<file path="config.mk">
export PLATFORM = sky130hd
export DESIGN_NAME = axi_rr_arbiter
export DESIGN_NICKNAME = d
export VERILOG_FILES = /design/src/rtl/axi_pkg.sv /design/src/rtl/axi_priority_encoder.sv /design/src/rtl/axi_rr_arbiter.sv
export SDC_FILE = /design/constraint.sdc
export NUM_CORES = 1
export LEC_CHECK = 0
export BUFFER_PORTS_ARGS = -buffer_cell sky130_fd_sc_hd__buf_2
export CELL_PAD_IN_SITES_DETAIL_PLACEMENT = 1
export CELL_PAD_IN_SITES_GLOBAL_PLACEMENT = 1
export CORE_MARGIN = 2
export CORE_UTILIZATION = 24
export DETAILED_ROUTE_END_ITERATION = 12
export PLACE_DENSITY = 0.63
export SLEW_MARGIN = 40
export SYNTH_ARGS = -nofsm -noshare
export SYNTH_HDL_FRONTEND = slang
export SYNTH_SLANG_ARGS = --single-unit
</file>
<file path="constraint.sdc">
create_clock -name clk -period 2.1 [get_ports clk]
set_input_delay 0 -clock clk [delete_from_list [all_inputs] [get_ports clk]]
set_output_delay 0 -clock clk [all_outputs]
set_load 0.01 [all_outputs]
</file>
<file path="src/rtl/axi_pkg.sv">
// Shared AXI interconnect definitions: arbitration-order constants and index-width helper.
package axi_pkg;

   localparam string LSB_LOW  = "LOW";   // highest index wins
   localparam string LSB_HIGH = "HIGH";  // index 0 wins

   // Index width for n items, never narrower than one bit.
   function automatic int clog2_min1(input int n);
      return (n <= 1) ? 1 : $clog2(n);
   endfunction

endpackage

</file>
<file path="src/rtl/axi_priority_encoder.sv">
// Combinational priority encoder: reports whether any bit is set, the winning index and its one-hot form.
module axi_priority_encoder
   import axi_pkg::*;
#(
   parameter int    WIDTH        = 4,
   parameter string LSB_PRIORITY = LSB_LOW,
   parameter int    ENC_W        = clog2_min1(WIDTH)
) (
   input  logic [WIDTH-1:0] unencoded,
   output logic             valid,
   output logic [ENC_W-1:0] encoded,
   output logic [WIDTH-1:0] onehot
);

   localparam bit HIGH_FIRST = (LSB_PRIORITY == LSB_HIGH);

   // NOTE: every output of a combinational block gets a default first so no path leaves it unassigned (no latch).
   always_comb begin
      valid   = 1'b0;
      encoded = '0;
      // The last match in scan order wins, so the scan runs toward the preferred end.
      for (int i = 0; i < WIDTH; i++) begin
         if (HIGH_FIRST) begin
            if (unencoded[WIDTH-1-i]) begin
               valid   = 1'b1;
               encoded = ENC_W'(WIDTH-1-i);
            end
         end else if (unencoded[i]) begin
            valid   = 1'b1;
            encoded = ENC_W'(i);
         end
      end
   end

   assign onehot = valid ? (WIDTH'(1) << encoded) : '0;

endmodule

</file>
<file path="src/rtl/axi_rr_arbiter.sv">
// Registered round-robin / fixed-priority request arbiter with grant hold, feeding crossbar select logic.
module axi_rr_arbiter
   import axi_pkg::*;
#(
   parameter int    PORTS           = 4,
   parameter int    ARB_ROUND_ROBIN = 1,
   parameter int    ARB_BLOCK       = 1,
   parameter int    ARB_BLOCK_ACK   = 1,
   parameter string LSB_PRIORITY    = LSB_LOW
) (
   input  logic                           clk,
   input  logic                           rst,
   input  logic [PORTS-1:0]               request,
   input  logic [PORTS-1:0]               acknowledge,
   output logic [PORTS-1:0]               grant,
   output logic                           grant_valid,
   output logic [clog2_min1(PORTS)-1:0]   grant_encoded
);

   localparam int ENC_W      = clog2_min1(PORTS);
   localparam bit HIGH_FIRST = (LSB_PRIORITY == LSB_HIGH);

   logic [PORTS-1:0] mask;
   logic [PORTS-1:0] masked;
   logic             req_valid, msk_valid;
   logic [ENC_W-1:0] req_enc, msk_enc;
   logic [PORTS-1:0] req_oh, msk_oh;

   logic             hold;
   logic             win_valid;
   logic [ENC_W-1:0] win_enc;
   logic [PORTS-1:0] win_oh;
   logic [PORTS-1:0] mask_next;

   assign masked = request & mask;

   axi_priority_encoder #(
      .WIDTH        (PORTS),
      .LSB_PRIORITY (LSB_PRIORITY),
      .ENC_W        (ENC_W)
   ) u_enc_request (
      .unencoded (request),
      .valid     (req_valid),
      .encoded   (req_enc),
      .onehot    (req_oh)
   );

   axi_priority_encoder #(
      .WIDTH        (PORTS),
      .LSB_PRIORITY (LSB_PRIORITY),
      .ENC_W        (ENC_W)
   ) u_enc_masked (
      .unencoded (masked),
      .valid     (msk_valid),
      .encoded   (msk_enc),
      .onehot    (msk_oh)
   );

   // Hold decision looks only at the currently granted port.
   always_comb begin
      hold = 1'b0;
      if (grant_valid && (ARB_BLOCK != 0)) begin
         if (ARB_BLOCK_ACK != 0) hold = !acknowledge[grant_encoded];
         else                    hold = request[grant_encoded];
      end
   end

   always_comb begin
      if ((ARB_ROUND_ROBIN != 0) && msk_valid) begin
         win_valid = 1'b1;
         win_enc   = msk_enc;
         win_oh    = msk_oh;
      end else begin
         win_valid = req_valid;
         win_enc   = req_enc;
         win_oh    = req_oh;
      end
      // Next mask keeps only ports that rank after the new winner.
      mask_next = '0;
      for (int i = 0; i < PORTS; i++) begin
         mask_next[i] = HIGH_FIRST ? (i > int'(win_enc)) : (i < int'(win_enc));
      end
   end

   // NOTE: state registers use nonblocking assignments so every flop samples pre-edge values.
   always_ff @(posedge clk or posedge rst) begin
      if (rst) begin
         grant         <= '0;
         grant_valid   <= 1'b0;
         grant_encoded <= '0;
         mask          <= '0;
      end else if (!hold) begin
         grant         <= win_oh;
         grant_valid   <= win_valid;
         grant_encoded <= win_enc;
         if (win_valid && (ARB_ROUND_ROBIN != 0)) mask <= mask_next;
      end
   end

endmodule

</file>
==> impl_metrics.csv, run 1 <==
group,metric,value,unit
placed_design,place_congestion,0.7516,
power,finalPower,0.0009178,W
global_routing,overflow,0,
critical_path,worst-path-max-fanout,13,
synth,yosys.area.top_type,"dfrtp_1",
layout,antenna_cells,0,
die,ioPinCount,17,
global_routing,use_met2,19.26,%
die,dieArea,0.002614,sq mm
power,vdd_drop_max,0.0004017,V
synth,avgSynthCellArea,9.691,sq um
clock_network,clock-sinks,10,
die,coreArea,0.002148,sq mm
synth,ys_top_cells_by_area,"dfrtp_1, a21o_1, nand2_1, a21oi_1, mux2_4",
layout,layout_commonest_cell,"buf_2",
die,rows,17,
critical_path,critical_path_class,"register to register",
detailed_routing,wirelength,1197,microns
layout,layout_common_cells,"buf_2, dfrtp_1, nand2_1",
synth,netlist.area_leader.share,46.95,%
timing,rsz0062_at_grt,"no",
timing,period_minus_slack,1.583,ns
detailed_routing,drc,0,
placed_design,dp_hpwl,958.3,microns
clock_network,cts_tree,"yes",
timing,fin_hold_ws,0.02229,ns
layout,stdcell_count,102,
layout,drive_gt1_share,32.43,%
synth,ys_seq_area_share,46.95,%
global_routing,grt_max_degree,14,
clock_network,clockBufferDepth,2,
timing,finClkSkew,0.007124,ns
clock_network,htree_levels,1,
global_routing,grt.met1_usage,12.07,%
timing,finalSetupViolations,0,
detailed_routing,drtIter0Drc,0,
detailed_routing,via_per_inst,4.559,
placed_design,portBuffers,16,
clock_network,clk_pin_slew_worst_paths,0.08,ns
critical_path,cp-start-kind,"register",
global_routing,busiest_layer,"met2",
critical_path,crit_arrival,1.78,ns
critical_path,cp.required,2.30,ns
placed_design,placed_area,631.9,sq um
synth,synth_nets,65,
timing,slew_headroom,66.92,%
timing,tns,0,ns
layout,fin_nets,85,
timing,worst_pin_slew,0.4932,ns
synth,ys_seq_elements,10,
layout,design_area,678.2,sq um
global_routing,grt_pass1_wl,2028,microns
synth,yosysWarnings,0,
power,powerDensity,1353,mW/mm^2
clock_network,numCtsBuffers,3,
clock_network,cts_root_buf,"clkbuf_4",
global_routing,use_met3,3.509,%
timing,max_freq,631.6,MHz
timing,hold_viol,0,
synth,netlist-cell-type-count,27,
detailed_routing,antenna_left,0,
global_routing,grt_pass1_vias,472,
status,status,"finished, final reports clean",
timing,maxSlewViolCount,0,
timing,post-route-period-util,75.39,%
global_routing,antenna_found_initial,0,
power,leakage,0.3434,nW
die,fp.dieH,51.13,microns
detailed_routing,via_count,465,
layout,area_growth,27.23,%
die,initial_core_util,24.81,%
detailed_routing,wl_per_cell,11.74,microns
clock_network,insertion_delay,0.26,ns
synth,synthCells,55,
critical_path,critPathCaptureType,"register",
flow_run,maxCapViolations,0,
detailed_routing,first_pass_iters,1,
die,die_w,51.13,microns
global_routing,grt.total_usage,10.71,%
synth,syn_area,533.0,sq um
min_path,hold_path.class,"input pin to register",
placed_design,dp.cells,97,
[area by class of cell]
| type | instances | area [sq um] |
|---|---|---|
| repair buffers | 17 | 90.09 |
| clock buffers | 4 | 36.28 |
| flip-flops and latches | 10 | 250.2 |
| multi-input cells | 40 | 255.2 |
| fillers | 267 | 1470 |
| inverters | 3 | 11.26 |
| well taps | 28 | 35.03 |
[cells by family after synthesis]
family | count (synthesis) | share of synthesized area [%]
AO/OA/AOI/OAI | 17 | 23.94
buffers and inverters | 5 | 5.163
flip-flops | 10 | 46.95
multiplexers | 2 | 4.694
AND/OR/NAND/NOR | 21 | 19.25
[layer usage]
metal	vias to the layer above	share of wire (%)
li1	236	-
met1	220	44
met2	9	51
met3	0	5.1
met4	0	0
met5	-	0
[synthesized netlist by cell type]
master	instances
dfrtp_1	10
a21o_1	4
and3_1	1
buf_2	1
o21ai_0	1
mux2_4	1
nor2_2	1
nor3_1	1
or2_1	1
a21oi_1	4
nor4_1	1
nand3_1	2
a221oi_1	1
nand2b_1	2
a22oi_2	1
o21ai_1	1
mux2i_1	1
o2bb2ai_2	1
o31ai_1	2
nand2_1	7
nor2b_1	1
o2bb2ai_1	1
inv_1	3
buf_6	1
and2_1	1
nor2_1	3
o211ai_1	1
[critical path, stage by stage (launching register included)]
cell       delay, ns
dfrtp_1         0.44
mux2_4          0.33
o2bb2ai_2       0.41
or2_1           0.22
a21o_1          0.13
[final timing paths]
path	startpoint	end	slack [ns]	cells after the start
min	request[0]	grant_valid$_DFFE_PP0N_	0.02	3
max reg2reg	grant_encoded[0]$_DFFE_PP0N_	mask[2]$_DFFE_PP0P_	0.52	4
min in group asynchronous	rst	grant[0]$_DFFE_PP0N_	0.26	3
max	grant_encoded[0]$_DFFE_PP0N_	mask[2]$_DFFE_PP0P_	0.52	4
min reg2reg	grant[3]$_DFFE_PP0N_	grant[3]$_DFFE_PP0N_	0.48	1
max in group asynchronous	rst	mask[1]$_DFFE_PP0P_	1.56	3
[stage by stage]
stage	worst slack [ns]	util, %
2_1_floorplan	0.7312	-
3_3_place_gp	0.5300	29.41
5_1_grt	0.3554	31.57
3_5_place_dp	0.4964	29.41
6_report	0.5168	31.57
4_1_cts	0.4766	31.57
[sequential cells by signal, summed over array words and instances, names as in the netlist]
signal and flops:
grant 4, mask 3, grant_encoded 2, grant_valid 1
[timing repair]
action	in CTS	in global routing
hold endpoints to repair	10	0
resized for setup	0	0
hold buffers	1	0
setup buffers	0	0
[report_power, final]
part	internal, W	switching, W
registers	0.000277	0.0000744
logic	0.000183	0.000208
clock network	0.000105	0.0000707
total	0.000565	0.000353
Note: power is estimated with default switching activity, not from simulation.
==> inputs of run 2 (changes only) <==
==> constraint.sdc (replaced) <==
create_clock -name clk -period 1.6 [get_ports clk]
set_input_delay 0 -clock clk [delete_from_list [all_inputs] [get_ports clk]]
set_output_delay 0 -clock clk [all_outputs]
set_load 0.01 [all_outputs]
==> impl_metrics.csv, run 2 (synthesized netlist as in run 1, its figures left out) <==
group,metric,value,unit
status,status,"finished, final reports clean",
die,fp.dieH,51.13,microns
global_routing,grt_pass1_vias,502,
layout,antenna_cells,0,
global_routing,overflow,0,
critical_path,crit_arrival,1.63,ns
layout,fillerInstances,271,
clock_network,insertion_delay,0.26,ns
timing,period_minus_slack,1.466,ns
critical_path,reg2reg_from,"grant_encoded[0]$_DFFE_PP0N_",
critical_path,reg2regPathDepth,5,
detailed_routing,drc,0,
clock_network,cts_root_buf,"clkbuf_4",
min_path,hold_path.class,"input pin to register",
timing,finalSetupViolations,0,
global_routing,antenna_found_initial,0,
layout,fin_nets,86,
timing,rsz0062_at_grt,"no",
critical_path,worst-path-max-fanout,13,
layout,largest_register_ffs,4,
flow_run,maxCapViolations,0,
critical_path,critPathLaunch,"grant_encoded[0]$_DFFE_PP0N_",
detailed_routing,via_per_inst,4.544,
layout,drive_gt1_share,33.33,%
die,rows,17,
clock_network,clockBufferDepth,2,
placed_design,place_congestion,0.7767,
timing,maxSlewViolCount,0,
critical_path,cp-start-kind,"register",
die,coreArea,0.002148,sq mm
clock_network,clock-sinks,10,
timing,hold_viol,0,
layout,area_growth,28.64,%
global_routing,grt_pass1_wl,2214,microns
die,die_w,51.13,microns
detailed_routing,drtIter0Drc,4,
clock_network,cts_resized,0,
detailed_routing,antenna_left,0,
global_routing,grt_max_degree,14,
detailed_routing,first_pass_iters,3,
clock_network,clk_pin_slew_worst_paths,0.07,ns
die,ioPinCount,17,
critical_path,rr_endpoint,"mask[2]$_DFFE_PP0P_",
layout,layout_common_cells,"buf_2, dfrtp_1, nand2_1",
timing,slew_headroom,72.39,%
detailed_routing,wirelength,1277,microns
timing,setup_ws,0.1339,ns
timing,fin_hold_ws,0.01916,ns
layout,reg.largest.list,"grant (4), mask (3), grant_encoded (2)",
timing,tns,0,ns
clock_network,htree_levels,1,
detailed_routing,wl_per_cell,12.40,microns
placed_design,dp_hpwl,978.3,microns
timing,post-route-period-util,91.63,%
power,vdd_drop_max,0.0004538,V
global_routing,grt.total_usage,11.58,%
clock_network,numCtsBuffers,3,
detailed_routing,via_count,468,
layout,regMostFlops,"grant",
critical_path,critPathCaptureType,"register",
timing,max_freq,682.1,MHz
power,finalPower,0.001236,W
layout,fin_util,31.92,%
critical_path,r2r_slack,0.13,ns
critical_path,critical_path_class,"register to register",
placed_design,place_ws,0.1457,ns
timing,finClkSkew,0.0002965,ns
die,initial_core_util,24.81,%
critical_path,cp.required,1.76,ns
placed_design,portBuffers,16,
clock_network,cts_tree,"yes",
timing,worst_pin_slew,0.4103,ns
power,leakage,0.3483,nW
power,powerDensity,1802,mW/mm^2
critical_path,crit_path_end,"mask[2]$_DFFE_PP0P_",
die,dieArea,0.002614,sq mm
layout,layout_commonest_cell,"buf_2",
run 2: cell types whose count changed in the layout (fill, tap and decap cells not counted), sizes merged:
cell and change:
buf +1
run 2: layer usage:
layer,wire length [microns],up-vias,GRT usage [%]
met3,56,0,2.924
met5,0,-,0
li1,-,236,-
met1,554,223,12.07
met2,666,9,21.43
met4,0,0,5.405
run 2: worst min path at each step:
stage          startpoint                      end  slack, ns  cells after the start
6_report       request[0]  grant_valid$_DFFE_PP0N_       0.02                      3
2_1_floorplan         rst     grant[0]$_DFFE_PP0N_      -0.16                      1
4_1_cts        request[0]  grant_valid$_DFFE_PP0N_       0.01                      3
5_1_grt        request[0]  grant_valid$_DFFE_PP0N_       0.04                      3
3_5_place_dp          rst     grant[3]$_DFFE_PP0N_       0.01                      2
3_3_place_gp          rst  grant_valid$_DFFE_PP0N_     -0.001                      2
run 2: what timing repair did:
item                                    CTS  global route
hold endpoints to repair                 10             0
hold buffers                              1             0
endpoints found under the setup margin    0             0
setup buffers                             0             0
run 2: layout make-up:
cell class	count	area [sq um]	share of cell area, %
multi-input cells	40	255.2	37.23
repair buffers	18	97.59	14.23
clock buffers	4	36.28	5.292
well taps	28	35.03	5.109
flip-flops and latches	10	250.2	36.50
inverters	3	11.26	1.642
run 2: stage by stage:
step	area [sq um]	instances
after floorplan	533.0	55
after global placement	639.4	98
after detailed placement	639.4	98
after CTS	685.7	103
after global routing	685.7	103
final	685.7	103
run 2: worst max-delay path, stage by stage (launching register included):
cell and delay (ns):
dfrtp_1 0.43, mux2i_1 0.17, o2bb2ai_2 0.14, buf_4 0.17, or2_1 0.27, a21o_1 0.18
run 2: where the power goes:
part	switching (W)	total, W	internal, W
combinational	0.000286	0.000545	0.000259
sequential	0.0000969	0.000461	0.000364
clock	0.0000918	0.000230	0.000138
==> inputs of run 3 (changes only) <==
--- a/config.mk
+++ b/config.mk
@@ -12,6 +12,7 @@
 export CORE_UTILIZATION = 24
 export DETAILED_ROUTE_END_ITERATION = 12
 export PLACE_DENSITY = 0.63
+export REMOVE_ABC_BUFFERS = 1
 export SLEW_MARGIN = 40
 export SYNTH_ARGS = -nofsm -noshare
 export SYNTH_HDL_FRONTEND = slang
==> impl_metrics.csv, run 3 (synthesized netlist as in run 1, its figures left out) <==
group,metric,value,unit
status,status,"finished, final reports clean",
die,ioPinCount,17,
detailed_routing,via_count,478,
die,coreArea,0.002148,sq mm
detailed_routing,first_pass_iters,2,
detailed_routing,drc,0,
layout,antenna_cells,0,
global_routing,antenna_found_initial,0,
timing,max_freq,678.5,MHz
timing,tns,0,ns
die,initial_core_util,24.81,%
layout,regMostFlops,"grant",
critical_path,worst-path-max-fanout,6,
timing,maxSlewViolCount,0,
critical_path,cp_top_family,"compound AO/OA/AOI/OAI gates",
timing,hold_viol,0,
clock_network,cts_root_buf,"clkbuf_4",
power,comb_power_share,47.3,%
power,sw_frac_of_total,38.82,%
die,fp.dieH,51.13,microns
timing,setup_ws,0.1262,ns
layout,layout_commonest_cell,"buf_2",
power,p_switching,0.0004617,W
clock_network,cts_tree,"yes",
global_routing,grt_max_degree,11,
placed_design,dp_hpwl,982.1,microns
placed_design,place_ws,0.1169,ns
clock_network,post_cts_buffers,0,
power,p_int,0.0007278,W
layout,largest_register_ffs,4,
layout,area_growth,27.46,%
die,dieArea,0.002614,sq mm
placed_design,portBuffers,16,
timing,slew_headroom,72.50,%
detailed_routing,wl_per_cell,12.31,microns
placed_design,place_congestion,0.6972,
detailed_routing,wirelength,1268,microns
clock_network,clockBufferDepth,2,
power,seqPwrFrac,38.5,%
clock_network,numCtsBuffers,3,
detailed_routing,via_per_inst,4.641,
die,rows,17,
timing,finClkSkew,0.007844,ns
critical_path,critical-path-slowest-cell,"dfrtp_1",
critical_path,path_cells,"mux2_4, o2bb2ai_2, buf_4, a221oi_1, a21o_1",
clock_network,clk_pin_slew_worst_paths,0.07,ns
timing,finalSetupViolations,0,
detailed_routing,drtIter0Drc,3,
global_routing,grt.total_usage,11.37,%
critical_path,critPathCaptureType,"register",
global_routing,grt_pass1_vias,465,
timing,worst_pin_slew,0.4087,ns
critical_path,critical_path_class,"register to register",
detailed_routing,antenna_left,0,
power,leakage,0.3461,nW
power,vdd_drop_max,0.0004997,V
die,die_w,51.13,microns
clock_network,clock-sinks,10,
power,powerDensity,1751,mW/mm^2
layout,reg.largest.list,"grant (4), mask (3), grant_encoded (2)",
timing,post-route-period-util,92.11,%
clock_network,cts_resized,0,
critical_path,cp.required,1.76,ns
power,p_clk_share,14.2,%
global_routing,overflow,0,
critical_path,slowest_delay,0.43,ns
timing,period_minus_slack,1.474,ns
global_routing,grt_pass1_wl,2097,microns
clock_network,htree_levels,1,
min_path,hold_path.class,"input pin to register",
layout,layout_common_cells,"buf_2, dfrtp_1, nand2_1",
layout,fin_nets,87,
flow_run,maxCapViolations,0,
timing,rsz0062_at_grt,"no",
critical_path,crit_arrival,1.63,ns
critical_path,cp-start-kind,"register",
clock_network,insertion_delay,0.26,ns
layout,drive_gt1_share,33.33,%
critical_path,crit_buf_inv,1,
## run 3: cell types whose count changed in the layout (fill, tap and decap cells not counted)
cell / before / now
buf_4: 1 / 2
clkbuf_8: 1 / 0
## run 3: per-layer routing
metal	GRT usage [%]	vias to the layer above	share of wire (%)
li1	-	240	-
met4	8.108	0	2.1
met2	17.32	12	50
met1	13.09	222	41
met5	0	-	0
met3	4.094	4	6.0
## run 3: worst paths after layout
check	startpoint	end	slack, ns	cells after the start
setup / recovery	grant_encoded[0]$_DFFE_PP0N_	grant_encoded[0]$_DFFE_PP0N_	0.13	5
hold / removal	request[0]	grant_valid$_DFFE_PP0N_	0.02	3
setup reg to reg	grant_encoded[0]$_DFFE_PP0N_	grant_encoded[0]$_DFFE_PP0N_	0.13	5
hold reg to reg	grant[3]$_DFFE_PP0N_	grant[3]$_DFFE_PP0N_	0.48	1
max in group asynchronous	rst	grant_encoded[1]$_DFFE_PP0N_	1.06	3
min in group asynchronous	rst	grant[0]$_DFFE_PP0N_	0.26	3
## run 3: worst reg2reg max path, delay by kind of cell (launching register included)
kind | cells | cell delay [ns]
compound gates | 3 | 0.44
buf+inv | 1 | 0.18
flops | 1 | 0.43
mux | 1 | 0.33
## run 3: cell type report
type | instances | area (sq um)
flip-flops and latches | 10 | 250.2
well taps | 28 | 35.03
inverters | 3 | 11.26
clock buffers | 3 | 22.52
fillers | 270 | 1469
multi-input cells | 40 | 255.2
repair buffers | 19 | 105.1
## run 3: repair_timing
| item | 4_1_cts | 5_1_grt |
|---|---|---|
| hold endpoints to repair | 10 | 0 |
| endpoints found under the setup margin | 0 | 0 |
| hold buffers | 1 | 0 |
## run 3: power by group through the flow
stage	combinational [W]	clock [W]	sequential [W]
2_1_floorplan	0.000332	0	0.000483
3_3_place_gp	0.000562	0	0.000464
3_5_place_dp	0.000573	0	0.000467
4_1_cts	0.000578	0.000179	0.000462
5_1_grt	0.000629	0.000193	0.000474
6_report	0.000562	0.000169	0.000458
## run 3: per-stage QoR
stage | util (%) | cells | hold slack [ns] | cell area, sq um | total power, W
2_1_floorplan | - | 53 | -0.1598 | 516.7 | 0.0008157
6_report | 31.62 | 103 | 0.02092 | 679.4 | 0.001190
3_5_place_dp | 30.11 | 99 | 0.004684 | 646.9 | 0.001040
4_1_cts | 31.62 | 103 | 0.01552 | 679.4 | 0.001219
3_3_place_gp | 30.11 | 99 | -0.002526 | 646.9 | 0.001025
5_1_grt | 31.62 | 103 | 0.03019 | 679.4 | 0.001296
